--- src/rtl/idli_sqi_rd_buf_m.sv ---
// idli_sqi_rd_buf_m: assembles big-endian SQI read nibbles into 16b words and replays them little-endian.
// Optional sticky overflow flag enabled by defining IDLI_SQI_RD_BUF_OVF_EN.
module idli_sqi_rd_buf_m #(
    parameter int DEPTH = 2
) (
    input  logic                     i_rdb_gck,
    input  logic                     i_rdb_rst,
    input  logic [1:0]               i_rdb_ctr,
    input  logic                     i_rdb_capture,
    input  logic [3:0]               i_rdb_sqi_data,
    input  logic                     i_rdb_flush,
    input  logic                     i_rdb_rd,
    output logic [3:0]               o_rdb_data,
    output logic                     o_rdb_vld,
    output logic [$clog2(DEPTH):0]   o_rdb_cnt,
    output logic                     o_rdb_ovf
);
    localparam int AW = $clog2(DEPTH);

    logic [15:0]   asm_q, asm_d;
    logic [15:0]   mem_q [DEPTH];
    logic [15:0]   word;
    logic [AW-1:0] wr_q, wr_d, rd_q, rd_d;
    logic [AW:0]   cnt_q, cnt_d;
    logic [1:0]    idx_q, idx_d;
    logic          push, pop, rd_ok, full, acc;

    assign word      = {asm_q[15:4], i_rdb_sqi_data};
    assign full      = cnt_q == (AW+1)'(DEPTH);
    assign o_rdb_vld = cnt_q != '0;
    assign push      = i_rdb_capture && i_rdb_ctr == 2'd3 && !i_rdb_flush;
    assign rd_ok     = i_rdb_rd && o_rdb_vld && !i_rdb_flush;
    assign pop       = rd_ok && idx_q == 2'd3;
    // A final-nibble pop frees a slot in the same edge, so a push onto a full FIFO still lands.
    assign acc       = push && (!full || pop);

    always_comb begin
        asm_d = asm_q;
        if (i_rdb_capture)
            asm_d[{~i_rdb_ctr, 2'b00} +: 4] = i_rdb_sqi_data;
    end

    always_comb begin
        wr_d  = i_rdb_flush ? '0 : acc ? wr_q + AW'(1) : wr_q;
        rd_d  = i_rdb_flush ? '0 : pop ? rd_q + AW'(1) : rd_q;
        idx_d = i_rdb_flush ? 2'd0 : rd_ok ? idx_q + 2'd1 : idx_q;
        cnt_d = i_rdb_flush ? '0 : cnt_q + (AW+1)'(acc) - (AW+1)'(pop);
    end

    always_ff @(posedge i_rdb_gck) begin
        asm_q <= asm_d;
        if (acc && !i_rdb_rst)
            mem_q[wr_q] <= word;
    end

    always_ff @(posedge i_rdb_gck) begin
        if (i_rdb_rst) begin
            wr_q  <= '0;
            rd_q  <= '0;
            cnt_q <= '0;
            idx_q <= 2'd0;
        end else begin
            wr_q  <= wr_d;
            rd_q  <= rd_d;
            cnt_q <= cnt_d;
            idx_q <= idx_d;
        end
    end

`ifdef IDLI_SQI_RD_BUF_OVF_EN
    logic ovf_q, ovf_d;

    assign ovf_d = ovf_q | (push && full && !pop);

    always_ff @(posedge i_rdb_gck) begin
        if (i_rdb_rst)
            ovf_q <= 1'b0;
        else
            ovf_q <= ovf_d;
    end

    assign o_rdb_ovf = ovf_q;
`else
    assign o_rdb_ovf = 1'b0;
`endif

    assign o_rdb_cnt  = cnt_q;
    assign o_rdb_data = mem_q[rd_q][{idx_q, 2'b00} +: 4];
endmodule

--- config.mk ---
export PLATFORM = sky130hd
export DESIGN_NAME = idli_sqi_rd_buf_m
export DESIGN_NICKNAME = d
export VERILOG_FILES = /design/src/rtl/idli_sqi_rd_buf_m.sv
export SDC_FILE = /design/constraint.sdc
export NUM_CORES = 1
export LEC_CHECK = 0
export BUFFER_PORTS_ARGS = -buffer_cell sky130_fd_sc_hd__buf_2
export CELL_PAD_IN_SITES_DETAIL_PLACEMENT = 0
export CELL_PAD_IN_SITES_GLOBAL_PLACEMENT = 1
export CORE_UTILIZATION = 53
export CTS_CLUSTER_DIAMETER = 40
export DETAILED_ROUTE_END_ITERATION = 10
export PLACE_DENSITY_LB_ADDON = 0.1
export SLEW_MARGIN = 10
export SYNTH_ARGS = -nofsm -noshare
export SYNTH_HDL_FRONTEND = slang
export SYNTH_SLANG_ARGS = --single-unit
--- constraint.sdc ---
create_clock -name i_rdb_gck -period 5.7 [get_ports i_rdb_gck]
set_input_delay 0.285 -clock i_rdb_gck [delete_from_list [all_inputs] [get_ports i_rdb_gck]]
set_output_delay 0.285 -clock i_rdb_gck [all_outputs]
set_load 0.03 [all_outputs]
==> summary.md, run 1 <==
| Metric | Value |
|---|---|
| Top cell type's share of synthesized area | 0.6201 |
| Yosys top cell by area | edfxtp_1 |
| Synthesized area | 0.002131 mm2 |
| Clk buf depth | 2 |
| Total global-route track usage | 0.1710 |
| R2r endpoint | mem_q[1][10] |
| Post-CTS Hold Buffers | 0 |
| R2R Setup Slk | 3.48 ns |
| PostCTS Resize Cnt | 0 |
| Syn_area_per_cell | 17.05 um2 |
| Antenna violations before repair | 0 |
| Synth Register Bits | 51 |
| Launching point of the worst reg2reg path | idx_q[0] |
| LEAKAGE | 0.8291 nW |
| Slew HR | 0.5152 |
| Power density cells | 284.7 mW/mm2 |
| Pins Over Slew Limit | 0 |
| Hold Path Class | in -> reg |
| Number of distinct library cells after synthesis | 27 |
| Seq/Total Area, Yosys | 0.6858 |
| CP Capture Type | output pin |
| FMAX | 443.7 MHz |
| Worst vdd ir | 0.0001571 V |
| Std cell rows | 22 |
| Worst Skew | 0.005905 ns |
| Fillers | 282 |
| Max Fanout on Critical Path | 8 |
| RSZ-0062 raised after global routing | false |
| Status | completed |
| Top Ports | 19 |
| P&R area growth vs syn | 10.98% |
| Synth Warn # | 0 |
| Clock Latency Late Sink | 0.30 ns |
| Final WL | 3161 um |
| Via-per-instance ratio | 5.477 |
| Number of remaining DRC errors | 0 |
| Setup TNS | 0 ns |
| CP Launch Type | flip-flop |
| First-pass GRT wire length | 5009 um |
| Routed WL per cell | 16.21 um |
| Period minus WS final | 2.254 ns |
| Vias in the first global route | 976 |
| Share of cells above drive strength 1 | 0.2041 |
| Port bufs | 17 |
| Worst Path Required | 5.41 ns |
| Syn nets | 142 |
| Post-CTS Setup Inserts | 0 |
| GPL Wtd Cong | 0.7377 |
| Routed vias | 1,068 |
| DRT Pass-1 Iters | 5 |
| CTS tree | done |
| Initial Utilization | 0.5650 |
| Post-route ant nets | 0 |
| Core Area | 0.003771 mm2 |
| Worst Hold Endpoint | idx_q[1] |
| Total CTS buffers | 5 |
| Smallest hold slack | 0.2087 ns |
| Synth Flop Type | edfxtp_1 |
| CTS root buffer | clkbuf_8 |
| Worst EP arrival | 1.97 ns |
| WS Path Type | reg -> out |
| Largest net degree at the start of global routing | 17 |
| Hold path start | i_rdb_rst |
| Slew @ Worst Pin | 0.7272 ns |
| Post-DP HPWL | 2254 um |
| Number of H-tree levels | 2 |
| Reg clk slew, reported paths | 0.08 ns |
| Final Hold Viols | 0 |
| Die width | 65.41 um |
| Async set-reset flop share out of synthesis | 0 |
| Count leader, synth | edfxtp_1 |
| Post-synth EDFFs | 44 |
| Ant diodes | 0 |
| Max_cap viols | 0 |
| Gate Count Post-Synth | 125 |
| Hold depth | 2 |
| Die area | 0.004278 mm2 |
| Die height | 65.41 um |
| Synth cell count leaders | 44 x edfxtp_1, 14 x and2_1, 8 x mux4_1 |
| Final setup viols | 0 |
| Top cells by area, synth | edfxtp_1 62%, mux4_1 9.9%, dfxtp_1 6.6% |
| R2R cell count | 4 |
| CTS Sinks | 51 |
| Final period util | 0.3954 |
| Fin nets | 163 |
| Global route overflow | 0 |
| Drt initial violations | 30 |
kinds of logic (layout without fill, tap and decap cells):
kind of cell | after synthesis | after routing | synth area share
AOI/OAI and AO/OA | 8 | 8 | 0.02525
xor gates and xnor gates | 4 | 4 | 0.01644
adders and majority gates | 6 | 6 | 0.03523
buffers and inverters | 7 | 29 | 0.01762
DFF | 51 | 51 | 0.6858
muxes | 13 | 13 | 0.1245
other | 1 | 1 | 0.001760
and+or+nand+nor | 35 | 35 | 0.09337
sequential cells by signal, summed over array words and instances, names as in the netlist, named ones only:
register,flops
idx_q,2
wr_q,1
o_rdb_cnt,2
asm_q,12
mem_q,32
rd_q,1
per-layer routing:
metal,track usage,share of wire
met1,0.2386,0.48
met2,0.2410,0.47
met3,0.06250,0.034
met4,0.07337,0.019
met5,0,0
worst max-delay path by stage:
stage                       from            end  slack, ns  depth (start not counted)
floorplan           i_rdb_ctr[0]    mem_q[0][0]       3.67                          5
global placement        idx_q[0]    mem_q[1][9]       3.55                          4
detailed placement      idx_q[0]    mem_q[1][9]       3.49                          4
CTS                    flip-flop  o_rdb_data[0]       3.40                          3
global route            idx_q[0]   mem_q[1][10]       3.32                          4
finish                 flip-flop  o_rdb_data[0]       3.45                          3
worst max-delay path, stage by stage (launching register included):
cell and delay (ns):
dfxtp_1 0.59, mux4_1 0.63, mux2_2 0.27, buf_2 0.18
where the power goes:
group          switching [W]  internal (W)  leakage [nW]
registers         0.00000267      0.000410         0.418
logic              0.0000140    0.00000826         0.356
clock network       0.000110      0.000128        0.0556
total               0.000127      0.000546         0.829
per-stage QoR:
| stage | utilization | worst slack (ns) | power, W | cells | cell area (um2) |
|---|---|---|---|---|---|
| after CTS | 0.6271 | 3.403 | 0.0006766 | 195 | 2365 |
| after global routing | 0.6271 | 3.321 | 0.0006975 | 195 | 2365 |
| final | 0.6271 | 3.446 | 0.0006732 | 195 | 2365 |
| after global placement | 0.5985 | 3.550 | 0.0004421 | 187 | 2257 |
| after detailed placement | 0.5985 | 3.487 | 0.0004434 | 187 | 2257 |
| after floorplan | - | 3.670 | 0.0004323 | 125 | 2131 |
placed cells by master, fill, tap and decap left out:
| master | synthesis | routed |
|---|---|---|
| o22ai_1 | 1 | 1 |
| or2_2 | 1 | 1 |
| ha_1 | 6 | 6 |
| xor2_1 | 2 | 2 |
| bufinv_16 | 0 | 1 |
| o21bai_1 | 1 | 1 |
| nor2_1 | 4 | 4 |
| buf_4 | 1 | 1 |
| o211ai_1 | 2 | 2 |
| and3_1 | 6 | 6 |
| inv_1 | 3 | 3 |
| clkinv_1 | 0 | 1 |
| nand2_1 | 2 | 2 |
| mux2_2 | 4 | 4 |
| xnor2_1 | 2 | 2 |
| mux2i_1 | 1 | 1 |
| o21a_1 | 1 | 1 |
| nand2b_1 | 1 | 1 |
| edfxtp_1 | 44 | 44 |
| mux4_1 | 8 | 8 |
| o21ai_0 | 2 | 2 |
| clkbuf_8 | 0 | 5 |
| clkinv_2 | 0 | 1 |
| and3b_1 | 1 | 1 |
| nor3_1 | 6 | 6 |
| a211oi_1 | 1 | 1 |
| and2_1 | 14 | 14 |
| dfxtp_1 | 7 | 7 |
| conb_1 | 1 | 1 |
| buf_2 | 0 | 17 |
layout make-up:
type,count,area (um2),share of cell area
Sequential cell,51,1461,0.6180
Multi-Input combinational cell,67,631.9,0.2672
Timing Repair Buffer,18,92.59,0.03915
Clock buffer,5,68.82,0.02910
Tap cell,48,60.06,0.02540
Clock inverter,3,38.79,0.01640
Inverter,3,11.26,0.004762
Note: power is estimated with default switching activity, not from simulation.
==> run 2: changes to the inputs <==
Settings changed: ABC_AREA from default to 1, CORE_UTILIZATION 53 to 42.
Clock period 5.7 ns to 1.86 ns, I/O delays scaled along.
==> run 2 against run 1 <==
  * Core utilization down 11 points
  * Sequential share of layout area down 3.2 points
  * Die area up 26%
  * Final cell count up 46%
  * Clock power rose to 3.0 times the previous value
  * Sequential power rose to 3.1 times the previous value
  * Clock skew about the same
  * Non-clock buffer count up 6
  * Critical endpoint unchanged
  * Highest routed layer unchanged
==> summary.md, run 2 <==
| Metric | Value |
|---|---|
| Syn nets | 207 |
| P&R area growth vs syn | 16.25% |
| LEAKAGE | 0.9302 nW |
| Synth Flop Type | edfxtp_1 |
| Final period util | 0.8954 |
| Fin area | 0.002497 mm2 |
| Period minus WS final | 1.665 ns |
| CP Launch Type | flip-flop |
| Synth cell count leaders | 44 x edfxtp_1, 37 x nor2_1, 27 x nand2_1 |
| Most frequent cells in the layout | 44 x edfxtp_1, 36 x nor2_1, 26 x nand2_1 |
| Initial Utilization | 0.4460 |
| Die area | 0.005405 mm2 |
| Number of H-tree levels | 2 |
| R2r endpoint | mem_q[0][8] |
| Pre-CTS WS | 0.2764 ns |
| Routed vias | 1,366 |
| Top cell type's share of synthesized area | 0.6150 |
| First-pass GRT wire length | 6065 um |
| CP Capture Type | output pin |
| Worst vdd ir | 0.0004537 V |
| Gate Count Post-Synth | 190 |
| Worst Skew | 0.006026 ns |
| FMAX | 600.5 MHz |
| Number of distinct library cells after synthesis | 24 |
| Max Fanout on Critical Path | 11 |
| Largest net degree at the start of global routing | 17 |
| Placed Instances | 276 |
| Smallest hold slack | 0.02827 ns |
| WS Path Type | reg -> out |
| Hold path start | i_rdb_sqi_data[2] |
| Global route overflow | 0 |
| Final std cells w/o fill | 285 |
| Std cell rows | 25 |
| Number of remaining DRC errors | 0 |
| Worst setup margin | 0.1946 ns |
| Post-synth EDFFs | 44 |
| Pins Over Slew Limit | 0 |
| Die height | 73.52 um |
| Max_cap viols | 0 |
| Reg clk slew, reported paths | 0.08 ns |
| Most flop-heavy register | mem_q |
| Top cells by area, synth | edfxtp_1 62%, dfxtp_1 6.5%, nor2_1 6.5% |
| CTS root buffer | clkbuf_8 |
| Core Area | 0.004817 mm2 |
| Synth Warn # | 0 |
| Async set-reset flop share out of synthesis | 0 |
| DP Area | 0.002376 mm2 |
| Worst Path Required | 1.77 ns |
| Fillers | 433 |
| Largest regs | mem_q: 32 flops, asm_q: 12 flops |
| Post-route ant nets | 0 |
| DRT Pass-1 Iters | 8 |
| Hold depth | 1 |
| Status | completed |
| Final setup viols | 0 |
| Worst EP arrival | 1.57 ns |
| Yosys top cell by area | edfxtp_1 |
| GPL Wtd Cong | 0.7825 |
| Setup TNS | 0 ns |
| Synth Register Bits | 51 |
| Launching point of the worst reg2reg path | idx_q[0] |
| Met1 Track Usage GR | 0.2132 |
| Drt initial violations | 64 |
| Total CTS buffers | 5 |
| Via-per-instance ratio | 4.793 |
| Worst Hold Endpoint | mem_q[0][2] |
| Power density cells | 830.1 mW/mm2 |
| Port bufs | 17 |
| Clock Latency Late Sink | 0.29 ns |
| Share of cells above drive strength 1 | 0.2064 |
| Post-CTS Setup Inserts | 0 |
| Total global-route track usage | 0.1580 |
| Post-DP HPWL | 2835 um |
| GRT Max-Usage Layer | met2 |
| Routed WL per cell | 13.11 um |
| Syn_area_per_cell | 11.31 um2 |
| RSZ-0062 raised after global routing | false |
| Hold Path Class | in -> reg |
| Top Ports | 19 |
| M2 GR Usage | 0.2406 |
| Number of flip-flops in the largest register | 32 |
| Met3 usage | 0.04527 |
| R2R Setup Slk | 0.34 ns |
| Synthesized area | 0.002148 mm2 |
| Clk buf depth | 2 |
| Fin nets | 234 |
| CTS Sinks | 51 |
| Final WL | 3737 um |
| R2R cell count | 6 |
| Ant diodes | 0 |
| Count leader, synth | edfxtp_1 |
| Antenna violations before repair | 0 |
| Seq/Total Area, Yosys | 0.6803 |
| Commonest non-fill, non-tap cell in the layout | edfxtp_1 |
| Vias in the first global route | 1,287 |
| Die width | 73.52 um |
| Final Hold Viols | 0 |
| CTS tree | done |
## run 2: cell count changes in the layout (fill, tap and decap cells not counted), sizes merged, moves of 5 or more
cell and delta:
and2 -14, and3 -6, buf +5, inv +17, mux4 -8, nand2 +26, nor2 +36, o21ai +16
o22ai +7
## run 2: area by class of cell
class                      count  area, um2  share of cell area
tap                           67      83.83             0.03357
sequential                    51       1464              0.5862
inverter                      21      82.58             0.03307
timing repair buffer          24      165.2             0.06613
clock buffer                   5      68.82             0.02756
clock inverter                 3      38.79             0.01553
multi-input combinational    114      594.3              0.2380
## run 2: worst max path at each step
stage / start / end / slack (ns)
floorplan: o_rdb_cnt[1] / mem_q[0][0] / 0.002
global placement: i_rdb_ctr[0] / o_rdb_cnt[1] / 0.33
detailed placement: i_rdb_ctr[0] / o_rdb_cnt[1] / 0.28
CTS: idx_q[0] / o_rdb_data[0] / 0.09
global route: idx_q[0] / o_rdb_data[0] / 0.06
finish: idx_q[0] / o_rdb_data[0] / 0.19
## run 2: repair_timing
item	CTS	global route
endpoints found under the setup margin	0	2
hold endpoints to repair	2	0
hold buffers	1	0
gates resized for setup	0	1
## run 2: per-layer routing
| metal | wire [um] | vias to the layer above |
|---|---|---|
| met5 | 0 | - |
| met4 | 36 | 0 |
| met3 | 169 | 4 |
| met2 | 1763 | 33 |
| met1 | 1768 | 633 |
| li1 | - | 696 |
## run 2: cell families after synthesis
kind of cell             Yosys count  synth area share
AO/OA/AOI/OAI                     29           0.07572
XOR/XNOR                           2          0.008155
adder cells (fa/ha/maj)            6           0.03494
buffers and inverters             25           0.05300
flip-flops                        51            0.6803
other                              1          0.001746
AND/OR/NAND/NOR                   76            0.1462
## run 2: worst max-delay path, cell delays in order, from the launching register on
cell and delay [ns]:
dfxtp_1 0.32, buf_4 0.17, clkinvlp_4 0.15, o21ai_0 0.11, o22ai_1 0.20, nand2_1 0.08, nand2_1 0.06, buf_2 0.18
## run 2: stage by stage
stage | util | power, W
final | 0.5184 | 0.002073
after detailed placement | 0.4932 | 0.001374
after CTS | 0.5177 | 0.002086
after floorplan | - | 0.001334
after global routing | 0.5184 | 0.002150
after global placement | 0.4932 | 0.001372
## run 2: report_power, final
group	total [W]	switching, W	internal (W)
sequential	0.00126	0.00000918	0.00125
combinational	0.0000846	0.0000571	0.0000274
clock	0.000725	0.000331	0.000394
==> run 3: changes to the inputs <==
Settings changed: CORE_UTILIZATION 42 to 50, CTS_CLUSTER_SIZE from default to 40.
Clock period 1.86 ns to 2.06 ns, I/O delays scaled along.
==> run 3 against run 2 <==
  * Sequential share of layout area up 2.0 points
  * Die area shrank 16%
  * Global-route usage rose by 2.6 points
  * Non-clock buffer count fell by 5
  * Clock power shrank 6.9%
  * Critical path depth down 2
  * First-iteration DRC count down 9.4%
  * Final cell count decreased by 7.7%
  * Critical endpoint is now mem_q[1][6]
  * Largest cell class unchanged
==> summary.md, run 3 (synthesis gave the netlist of run 2 again) <==
| Metric | Value |
|---|---|
| Max_cap viols | 0 |
| Top Ports | 19 |
| Global route overflow | 0 |
| Largest regs | mem_q: 32 flops, asm_q: 12 flops |
| Power density cells | 784.0 mW/mm2 |
| Antenna violations before repair | 0 |
| Commonest non-fill, non-tap cell in the layout | edfxtp_1 |
| Comb pwr share | 0.039 |
| Std cell rows | 23 |
| Total Power | 0.001889 W |
| Number of flip-flops in the largest register | 32 |
| Critical path, cell by cell | ha_1 > nand3_2 > nand2_2 > nand3_1 > nor2_4 |
| Worst EP arrival | 1.80 ns |
| Cell Int Power | 0.001521 W |
| Fin nets | 229 |
| GPL Wtd Cong | 0.8397 |
| Drt initial violations | 58 |
| CTS root buffer | clkbuf_8 |
| Max Fanout on Critical Path | 16 |
| Final Hold Viols | 0 |
| DRT Pass-1 Iters | 4 |
| Pins Over Slew Limit | 0 |
| Final setup viols | 0 |
| Initial Utilization | 0.5294 |
| Final period util | 0.9013 |
| Post-route core utilization | 0.5939 |
| First-pass GRT wire length | 5837 um |
| Die width | 67.55 um |
| CP Launch Type | flip-flop |
| Number of H-tree levels | 2 |
| FMAX | 538.6 MHz |
| CTS tree | done |
| Port bufs | 17 |
| Vias in the first global route | 1,253 |
| CP Capture Type | flip-flop |
| Register share of total power | 0.603 |
| Post-route ant nets | 0 |
| Ant diodes | 0 |
| Period minus WS final | 1.857 ns |
| Via-per-instance ratio | 5.103 |
| Largest net degree at the start of global routing | 18 |
| Total global-route track usage | 0.1845 |
| Clk pwr share | 0.357 |
| CP delay by family, top | simple AND/OR/NAND/NOR gates |
| Slowest stage cell, crit path | dfxtp_1 |
| Final WL | 3603 um |
| Most flop-heavy register | mem_q |
| Clk buf depth | 2 |
| Post-CTS Hold Buffers | 0 |
| Routed WL per cell | 13.70 um |
| Worst Skew | 0.009656 ns |
| Core Area | 0.004058 mm2 |
| CTS Sinks | 51 |
| NetSw | 0.0003686 W |
| Worst vdd ir | 0.0004340 V |
| Clock Latency Late Sink | 0.30 ns |
| Die height | 67.55 um |
| Hold Path Class | in -> reg |
| P&R area growth vs syn | 12.17% |
| Fillers | 327 |
| Switch share | 0.1951 |
| Routed vias | 1,342 |
| PostCTS Resize Cnt | 0 |
| WS Path Type | reg -> reg |
| Status | completed |
| Number of remaining DRC errors | 0 |
| Placed Instances | 255 |
| Final std cells w/o fill | 263 |
| Setup TNS | 0 ns |
| LEAKAGE | 0.8976 nW |
| Crit-path max cell delay | 0.50 ns |
| RSZ-0062 raised after global routing | false |
| Die area | 0.004563 mm2 |
| WP buf/inv | 0 |
| Reg clk slew, reported paths | 0.09 ns |
| Share of cells above drive strength 1 | 0.1784 |
| Post-CTS Setup Inserts | 0 |
| Post-DP HPWL | 2816 um |
| Most frequent cells in the layout | 44 x edfxtp_1, 36 x nor2_1, 27 x nand2_1 |
| Worst Path Required | 2.01 ns |
| Total CTS buffers | 5 |
[run 3: cell count changes in the layout (fill, tap and decap cells not counted)]
cell	before	now
inv_6	0	1
dlygate4sd3_1	1	0
clkinv_2	1	0
clkinv_1	1	0
dfxtp_2	2	0
nand2_2	2	1
buf_12	2	0
nand2_1	26	27
dfxtp_1	5	7
inv_1	19	20
buf_4	4	2
[run 3: final cells by class]
class / instances / area [um2] / share of cell area
sequential: 51 / 1461 / 0.6064
inverter: 21 / 78.83 / 0.03271
clock inverter: 3 / 46.29 / 0.01921
tap: 50 / 62.56 / 0.02596
clock buffer: 5 / 68.82 / 0.02856
multi-input combinational: 114 / 591.8 / 0.2456
timing repair buffer: 19 / 100.1 / 0.04154
[run 3: worst paths after layout]
check / startpoint / end / slack [ns] / depth (start not counted)
setup reg to reg: idx_q[0] / mem_q[1][6] / 0.20 / 5
hold / removal: i_rdb_sqi_data[3] / mem_q[0][3] / 0.02 / 1
hold reg to reg: asm_q[6] / mem_q[0][6] / 0.45 / 0
setup / recovery: idx_q[0] / mem_q[1][6] / 0.20 / 5
[run 3: per-layer routing]
| metal | vias up | global-route usage | share of wire |
|---|---|---|---|
| li1 | 683 | - | - |
| met2 | 32 | 0.2933 | 0.50 |
| met3 | 4 | 0.05068 | 0.044 |
| met1 | 623 | 0.2429 | 0.44 |
| met5 | - | 0 | 0 |
| met4 | 0 | 0.06383 | 0.013 |
[run 3: stage by stage]
step / instance area, um2 / setup WS (ns) / hold slack (ns)
CTS: 2410 / 0.2090 / 0.01359
detailed placement: 2295 / 0.2347 / 0.3212
floorplan: 2167 / 0.01227 / 0.2019
global placement: 2295 / 0.2622 / 0.3257
finish: 2410 / 0.2032 / 0.01508
global route: 2410 / 0.06365 / 0.01449
[run 3: power by group through the flow]
stage                     combinational (W)  clock (W)  sequential (W)
final                             0.0000741   0.000675         0.00114
after detailed placement          0.0000744          0         0.00116
after global routing              0.0000846   0.000734         0.00114
after global placement            0.0000709          0         0.00116
after floorplan                   0.0000436          0         0.00116
after CTS                         0.0000747   0.000688         0.00114
